[src/rtl/logic_arb.sv]
// logic_arb: two requesters share one bitwise logic unit (AND/OR/XOR/NOT a).
// One operation in flight; round-robin grant on ties; result is held
// until the consumer takes it.
//
// state | meaning
// IDLE  | no result held, a requester may be granted
// RESP  | result held, rsp_valid=1, waiting for rsp_ready
module logic_arb #(
  parameter int WIDTH = 8
) (
  input  logic             clk,
  input  logic             rst_n,
  input  logic             req0_valid,
  output logic             req0_ready,
  input  logic [1:0]       req0_op,
  input  logic [WIDTH-1:0] req0_a,
  input  logic [WIDTH-1:0] req0_b,
  input  logic             req1_valid,
  output logic             req1_ready,
  input  logic [1:0]       req1_op,
  input  logic [WIDTH-1:0] req1_a,
  input  logic [WIDTH-1:0] req1_b,
  output logic             rsp_valid,
  input  logic             rsp_ready,
  output logic [WIDTH-1:0] rsp_data,
  output logic             rsp_id
);

  typedef enum logic {IDLE = 1'b0, RESP = 1'b1} state_t;

  state_t           state, state_nxt;
  logic             last_grant;
  logic             grant0, grant1;
  logic             accept;
  logic [1:0]       sel_op;
  logic [WIDTH-1:0] sel_a, sel_b;
  logic [WIDTH-1:0] result;

  // Round-robin arbitration: on a tie the requester not granted last wins.
  always_comb begin
    grant0 = req0_valid & (~req1_valid | last_grant);
    grant1 = req1_valid & (~req0_valid | ~last_grant);
  end

  // Operand mux and the shared logic unit.
  always_comb begin
    sel_op = grant1 ? req1_op : req0_op;
    sel_a  = grant1 ? req1_a  : req0_a;
    sel_b  = grant1 ? req1_b  : req0_b;
    result = '0;
    case (sel_op)
      2'b00:   result = sel_a & sel_b;
      2'b01:   result = sel_a | sel_b;
      2'b10:   result = sel_a ^ sel_b;
      default: result = ~sel_a;
    endcase
  end

  // Next state and handshake outputs; rst_n gates the readies so nothing is
  // accepted while reset is held, even though IDLE is already forced.
  always_comb begin
    state_nxt  = state;
    req0_ready = 1'b0;
    req1_ready = 1'b0;
    accept     = 1'b0;
    case (state)
      IDLE: begin
        req0_ready = grant0 & rst_n;
        req1_ready = grant1 & rst_n;
        accept     = (grant0 | grant1) & rst_n;
        if (accept) state_nxt = RESP;
      end
      RESP: begin
        if (rsp_ready) state_nxt = IDLE;
      end
      default: state_nxt = IDLE;
    endcase
  end

  // State register.
  always_ff @(posedge clk or negedge rst_n) begin
    if (!rst_n) state <= IDLE;
    else        state <= state_nxt;
  end

  // Capture result, owner and grant pointer on the accepting edge.
  always_ff @(posedge clk or negedge rst_n) begin
    if (!rst_n) begin
      rsp_data   <= '0;
      rsp_id     <= 1'b0;
      last_grant <= 1'b1;
    end else if (accept) begin
      rsp_data   <= result;
      rsp_id     <= grant1;
      last_grant <= grant1;
    end
  end

  assign rsp_valid = (state == RESP);

endmodule

[config.mk]
export PLATFORM = sky130hd
export DESIGN_NAME = logic_arb
export DESIGN_NICKNAME = d
export VERILOG_FILES = /design/src/rtl/logic_arb.sv
export SDC_FILE = /design/constraint.sdc
export NUM_CORES = 1
export LEC_CHECK = 0
export ABC_CLOCK_PERIOD_IN_PS = 3100
export CAP_MARGIN = 20
export CELL_PAD_IN_SITES_DETAIL_PLACEMENT = 0
export CELL_PAD_IN_SITES_GLOBAL_PLACEMENT = 2
export CORE_MARGIN = 2
export CORE_UTILIZATION = 25
export DETAILED_ROUTE_END_ITERATION = 8
export PLACE_DENSITY_LB_ADDON = 0.3
export SLEW_MARGIN = 20
export SYNTH_ARGS = -nofsm -noshare
export SYNTH_HDL_FRONTEND = slang
export SYNTH_SLANG_ARGS = --single-unit
export TNS_END_PERCENT = 30
[constraint.sdc]
create_clock -name clk -period 3.1 [get_ports clk]
set_input_delay 0.465 -clock clk [delete_from_list [all_inputs] [get_ports clk]]
set_output_delay 0.465 -clock clk [all_outputs]
set_load 0.02 [all_outputs]
==> results, run 1 <==
- The run finished with clean final reports.
- In this run, the number of DRC markers left after iteration 0 of detailed routing was 41.
- The layout overhead on the synthesized area is 46.3%.
- The number of cell rows is 26.
- The full die area is 6080 µm².
- The detail route stage leaves a number of antenna-violating nets equal to 0.
- The buffering stage count on the worst path with inverters included is 3.
- For the pin with the worst max-slew slack, the measured transition is 907 ps.
- Of the post-synthesis cell area, the dominant cell type holds 18.3%.
- The final critical-path required period is 2720 ps.
- The fill cell instance count of the final layout is 545.
- The total power draw is 832 µW.
- The internal reg-to-reg setup slack is 990 ps.
- The count of H-tree levels built during CTS is 1.
- The worst setup path is of the in2out kind.
- dfrtp_1 takes more of the synthesized area than any other cell.
- After the last flow step, the layout net total stands at 257.
- After synthesis, the cell types taking the most area are dfrtp_1 (18%), ha_1 (15%), o41ai_2 (9.5%).
- In this run the tool buffered the top-level ports with 52 buffer cells.
- Yosys mapped the design onto 23 distinct sky130hd cell types.
- Of the total power, combinational logic draws 55.6%.
- Summing all placed instances gives a cell area of 1960 µm².
- The number of top-level pins is 53.
- The largest vdd supply drop is 162 µV.
- After clock tree synthesis, the clock-pin slew on the worst setup and hold paths is 50 ps.
- The highest attainable clock frequency is 0.368 GHz.
- Summed over all nets, the switching power comes to 313 µW.
- The first detailed-routing pass ran for 4 iterations.
- After synthesis, flip-flops and latches occupy 20.2% of the total area.
- The first-pass GRT wire length is 6710 µm.
- The initial antenna violation count was 0.
- TritonCTS built the clock tree.
- The worst setup path is captured at an output pin.
- Cells with a size suffix above 1 make up 13.6% of the layout.
- The HPWL after detailed placement is 3080 µm.
- After synthesis the netlist holds a flip-flop and latch count of 11.
- The DRC violation count after routing is 0.
- The pin count of the biggest net entering global routing is 46.
- For this configuration, the core starts out at a cell density of 26.3%.
- The total via count in the routed design is 1307.
- After detailed routing, the average wire length per cell comes to 15.4 µm.
- In this run, post-CTS hold repair placed 0 buffers.
- The leakage power is 0.882 nW.
- The total grt overflow is 0.
- Walking the worst path, the cells encountered are clkdlybuf4s50_1 > a21boi_4 > buf_12 > and2_1 > clkdlybuf4s50_1.
- The count of buffers added by post-CTS timing repair for setup is 0.
- The relative slew slack is 39.6%.
- The longest clock path from root to sink contains 2 buffers.
- The arrival time at the worst endpoint is 2250 ps.
- The proportion of power drawn by flip-flops and latches is 26.6%.
- The total wire length after detailed routing is 4150 µm.
- The multi-input gate area in the final layout is 971 µm².
- The final core area utilization is 38.5%.
- The global placement routability congestion is 0.720.
- The mean instance size in the synthesized netlist is 9.06 µm².
- The final cycle utilization of the critical path is 87.7%.
- Broken down by cell family, the worst path's largest delay share belongs to buffers and inverters.
- The clock reaches the later pin of the worst-skew pair after 240 ps.
- The library cell used most frequently in the layout, excluding fill and tap cells, is clkdlybuf4s50_1.
- The height of the die is 78.0 µm.
- The element type at the critical path start is a primary input.
- The stage delay of the slowest cell on the critical path is 620 ps.
- The number of clock sinks is 11.
- The die width is 78.0 µm.
- Adding up every negative setup slack in the final design gives 0 ps.
- The number of setup violations in the final report is 0.
- Setup repair after global routing left no endpoint under its margin.
- The proportion of total power due to net switching is 37.6%.
- The region available for standard cell placement spans 5200 µm².
- The internal portion of the total power is 519 µW.
- Leaving out fill and tap cells, the most frequent cells in the layout are clkdlybuf4s50_1 (52), inv_1 (18), ha_1 (16), dfrtp_1 (10).
- The diode insertion count for antenna repair is 0.
- The total power divided by cell area is 415 nW/µm².
- The post-synthesis instance total is 151.
- At the worst endpoint, the required time is 2630 ps.
- The min-delay analysis places its worst path in the category reg2reg.
- The final count of pins violating max slew was 0.
- The tool flagged a number of max-cap violations equal to 0.
- In the global route stage, overall resource usage came out at 13.9%.
- Clock skew on the completed layout was measured at 1.19 ps.
- The final-report hold violation count is 0.
- The number of clock buffers inserted by TritonCTS is 3.
- Dividing the detail-routed via count by the number of cells gives 4.86.
- The total standard cell area after synthesis is 1370 µm².
- The worst-case hold slack is 479 ps.
- The clock power share is 17.8%.
- The finished cells cover 2000 µm².
- The post-cts sizing count is 0.
- The maximum fanout along the worst path is 45.
- The number of global-route vias before repair is 1390.
- The largest individual stage delay along the critical path comes from the cell clkdlybuf4s50_1.
- The most prevalent standard cell on the critical path is clkdlybuf4s50_1.
- The count of synthesis-stage warnings from yosys is 0.
- When the netlist entered floorplanning its net count stood at 208.
- The area taken by flip-flops and latches is 277 µm².
- The cell chosen for the clock root is clkbuf_8.
[cell usage after synthesis (all sizes together)]
library cell,instances
dfrtp,10
o21ai,10
dfstp,1
nand4,8
clkbuf,7
nand2,8
and2,9
mux2i,9
buf,4
a21o,2
ha,16
a21boi,9
mux2,10
o41ai,8
inv,18
nand2b,4
nor2b,1
nand3,9
a221oi,8
[path summary, 6_finish.rpt]
kind / startpoint / endpoint / cells past startpoint
setup / recovery: req1_valid / req1_ready / 5
hold / removal: rsp_id / rsp_id / 1
setup reg to reg: last_grant / rsp_data[6] / 7
hold reg to reg: rsp_id / rsp_id / 1
max in group asynchronous: rst_n / last_grant / 2
min in group asynchronous: rst_n / rsp_data[3] / 2
[power by group through the flow]
stage               combinational (mW)  clock (mW)  sequential (mW)
detailed placement               0.466           0            0.224
floorplan                        0.226           0            0.267
finish                           0.462       0.148            0.221
global route                     0.503       0.160            0.228
CTS                              0.469       0.154            0.222
global placement                 0.458           0            0.222
[layer usage]
metal / vias to the layer above / global-route usage (%) / wire length [µm]
met5: - / 0 / 0
li1: 646 / - / -
met1: 623 / 17.7 / 1870
met2: 36 / 24.1 / 2050
met4: 0 / 3.51 / 17
met3: 2 / 2.56 / 211
[registers in the layout, summed over array words and instances, names as in the netlist]
signal and count:
rsp_data 8, rsp_valid 1, rsp_id 1, last_grant 1
[through the flow]
stage          cells  setup slack [ps]
5_1_grt          269               333
3_3_place_gp     265               367
2_1_floorplan    151               849
6_report         269               381
3_5_place_dp     265               332
4_1_cts          269               364
[cell type report]
type,count,area share (%)
multi-input cells,111,48.5
repair buffers,55,27.7
flip-flops and latches,11,13.8
well taps,70,4.37
inverters,18,3.37
clock buffers,4,2.25
[kinds of logic after synthesis]
kind of cell | after synthesis | synth area share (%)
fa+ha+maj | 16 | 14.6
mux | 19 | 15.4
simple gates | 39 | 15.5
compound gates | 37 | 25.4
flops | 11 | 20.2
buf+inv | 29 | 8.87
No activity file was read; power rests on OpenSTA's default activity.
==> inputs of run 2 (changes only) <==
--- a/config.mk
+++ b/config.mk
@@ -12,6 +12,7 @@
 export CORE_MARGIN = 2
 export CORE_UTILIZATION = 25
 export DETAILED_ROUTE_END_ITERATION = 8
+export GPL_TIMING_DRIVEN = 0
 export PLACE_DENSITY_LB_ADDON = 0.3
 export SLEW_MARGIN = 20
 export SYNTH_ARGS = -nofsm -noshare
==> run 2 against run 1 <==
Total power increased by 1.0%. Die area unchanged. Wire length increased by 7.3%. Non-clock buffer count increased by 5. Sequential power about the same. Flip-flop and latch count unchanged. Design area decreased by 0.50%. Core utilization decreased by 0.19 points. Register-to-register slack got worse by 360 ps. Critical path depth unchanged.
==> results, run 2 (synthesis results as in run 1) <==
- The maximum fanout along the worst path is 12 (was 45).
- The height of the die is 78.0 µm (unchanged).
- The worst hold path class is reg2reg (unchanged).
- The fraction of layout instances using a drive strength above 1 came to 14.2% (was 13.6%).
- The register with the most flip-flops is rsp_data (unchanged).
- The most prevalent standard cell on the critical path is clkdlybuf4s50_1 (unchanged).
- The relative slew slack came to 47.8% (was 39.6%).
- The capture point of the worst reg-to-reg path is rsp_data[5] (was rsp_data[6]).
- The actual transition at the worst max-transition pin was 762 ps (was 907 ps).
- The fill cell instance count of the final layout was 538 (was 545).
- The via count normalized by instance count was 4.92 (was 4.86).
- The full die area came to 6080 µm² (unchanged).
- The core region area is 5200 µm² (unchanged).
- The final core area utilization is 38.3% (was 38.5%).
- The element type at the critical path start is a primary input (unchanged).
- The endpoint type of the worst setup path is an output pin (unchanged).
- The cell family contributing the most delay on the critical path is buffers and inverters (unchanged).
- The startpoint-to-endpoint class of the critical path is in2out (unchanged).
- The total grt overflow is 0 (unchanged).
- The final critical-path required period is 2920 ps (was 2720 ps).
- The largest vdd supply drop is 181 µV (was 162 µV).
- The number of routed nets with antenna violations is 0 (unchanged).
- The depth of the worst register-to-register path was 9 (was 7).
- Result of the run: complete, no violations (unchanged).
- The count of H-tree levels built during CTS is 1 (unchanged).
- The stage delay of the slowest cell on the critical path is 850 ps (was 620 ps).
- The number of clock buffers inserted by TritonCTS is 3 (unchanged).
- The final cycle utilization of the critical path is 94.3% (was 87.7%).
- The worst setup skew after layout is 6.17 ps (was 1.19 ps).
- The worst-case setup slack after placement is -25.3 ps (was 332 ps).
- The startpoint of the most critical register-to-register path is last_grant (unchanged).
- The arrival time at the worst endpoint is 2460 ps (was 2250 ps).
- The number of placed instances, taps included is 270 (was 265).
- The number of top-level pins is 53 (unchanged).
- The worst hold endpoint is rsp_id (unchanged).
- The hold path startpoint is rsp_id (unchanged).
- The iteration count of the initial detailed-routing pass is 4 (unchanged).
- The depth of the worst hold-timing path is 1 (unchanged).
- The total via count in the routed design is 1347 (was 1307).
- The layout overhead on the synthesized area is 45.6% (was 46.3%).
- The number of flip-flops in the largest register was 8 (unchanged).
- The highest attainable clock frequency is 0.342 GHz (was 0.368 GHz).
- The cell type of the slowest stage on the worst timing path was clkdlybuf4s50_1 (unchanged).
- The insertion delay of the later-clocked pin in the worst-skew pair is 240 ps (about the same).
- The TritonCTS clock tree was done (unchanged).
- The pin count of the biggest net entering global routing is 13 (was 46).
- The logic depth of the worst path, buffers included is 5 (unchanged).
- The die width is 78.0 µm (unchanged).
- The first-pass GRT wire length was 7400 µm (was 6710 µm).
- The cell chosen for the clock root is clkbuf_8 (unchanged).
- The number of global-route vias before repair came to 1438 (was 1390).
- The internal reg-to-reg setup slack is 630 ps (was 990 ps).
- The clock slew at the register clock pins of the worst setup and hold paths is 50 ps (about the same).
- The number of setup violations in the final report came to 0 (unchanged).
- The effective utilization at floorplan was 26.3% (unchanged).
- The number of DRC violations after detailed-routing iteration 0 is 57 (was 41).
- The total power divided by cell area was 422 nW/µm² (was 415 nW/µm²).
- The count of port buffers added during placement is 49 (was 52).
- The total wire length after detailed routing is 4450 µm (was 4150 µm).
- The overall track demand over capacity in global routing is 15.4% (was 13.9%).
- The final-report hold violation count is 0 (unchanged).
- The reported max-cap violation count is 0 (unchanged).
- The post-cts hold buffer count is 0 (unchanged).
- The initial antenna violation count came to 0 (unchanged).
- The total power draw was 841 µW (was 832 µW).
- The buffering stage count on the worst path with inverters included is 3 (unchanged).
- The slack of the critical path is 175 ps (was 381 ps).
- The number of cell rows is 26 (unchanged).
- Unrepaired setup endpoints after global routing: no (unchanged).
- The commonest non-fill, non-tap cell in the layout is clkdlybuf4s50_1 (unchanged).
- The diode insertion count for antenna repair was 0 (unchanged).
- The DRC violation count after routing is 0 (unchanged).
- The required time of the worst setup path is 2630 ps (about the same).
- The number of nets in the final layout is 262 (was 257).
- The HPWL after detailed placement is 3250 µm (was 3080 µm).
- The global placement routability congestion is 0.794 (was 0.720).
- The per-cell routed wire length is 16.2 µm (was 15.4 µm).
- The leakage power is 0.881 nW (was 0.882 nW).
- Ordered cell list for the critical path: clkdlybuf4s50_1 > nor2b_1 > nand3_1 > inv_1 > clkdlybuf4s50_1 (was clkdlybuf4s50_1 > a21boi_4 > buf_12 > and2_1 > clkdlybuf4s50_1).
- Most used cells in the layout excluding fill and tap cells: clkdlybuf4s50_1 (49), inv_1 (18), ha_1 (16), dfrtp_1 (10) (was clkdlybuf4s50_1 (52), inv_1 (18), ha_1 (16), dfrtp_1 (10)).
- The clock tree buffer depth came to 2 (unchanged).
- The number of standard cells in the final layout excluding fillers is 274 (was 269).
- The number of clock sinks is 11 (unchanged).
- The final count of pins violating max slew is 0 (unchanged).
run 2: how the worst max path moves through the flow:
stage                        to  slack (ps)        from
floorplan           rsp_data[3]         850  req1_valid
global placement    rsp_data[6]           2  req1_valid
detailed placement  rsp_data[5]         -30  req1_valid
CTS                  req0_ready         120       rst_n
global route         req0_ready         0.1       rst_n
finish               req0_ready         180       rst_n
run 2: stage by stage:
step / TNS, ps / hold slack (ps) / cell area, µm²
floorplan: 0 / 169 / 1370
global placement: 0 / 462 / 1950
detailed placement: -71.6 / 466 / 1950
CTS: 0 / 478 / 1990
global route: 0 / 512 / 1990
finish: 0 / 475 / 1990
run 2: metal layers:
layer	part of all wire [%]	track usage [%]
met5	0	0
met1	47	20.9
met4	1.2	3.16
met3	5.2	1.86
met2	47	26.2
run 2: final cells by class:
class | instances | area [µm²] | share of cell area [%]
repair buffers | 49 | 490 | 24.6
clock buffers | 4 | 45.0 | 2.26
inverters | 18 | 67.6 | 3.39
multi-input cells | 111 | 971 | 48.7
plain buffers | 11 | 55.1 | 2.76
well taps | 70 | 87.6 | 4.39
flip-flops and latches | 11 | 277 | 13.9
run 2: where the power goes:
part,switching (mW),internal [mW]
Combinational,0.235,0.237
Clock,0.0588,0.0906
Sequential,0.0283,0.191
run 2: worst register-to-register path: stages, from the launching register on:
cell	delay, ps
dfstp_2	380
a21boi_4	310
buf_4	250
buf_4	240
mux2i_1	320
inv_1	90
ha_1	180
a21boi_0	120
a221oi_1	310
o41ai_2	120
run 2: repair_timing:
action                                  CTS  global route
endpoints found under the setup margin    1             0
setup buffers                             0             0
gates resized for setup                   1             0
hold endpoints to repair                  0             0
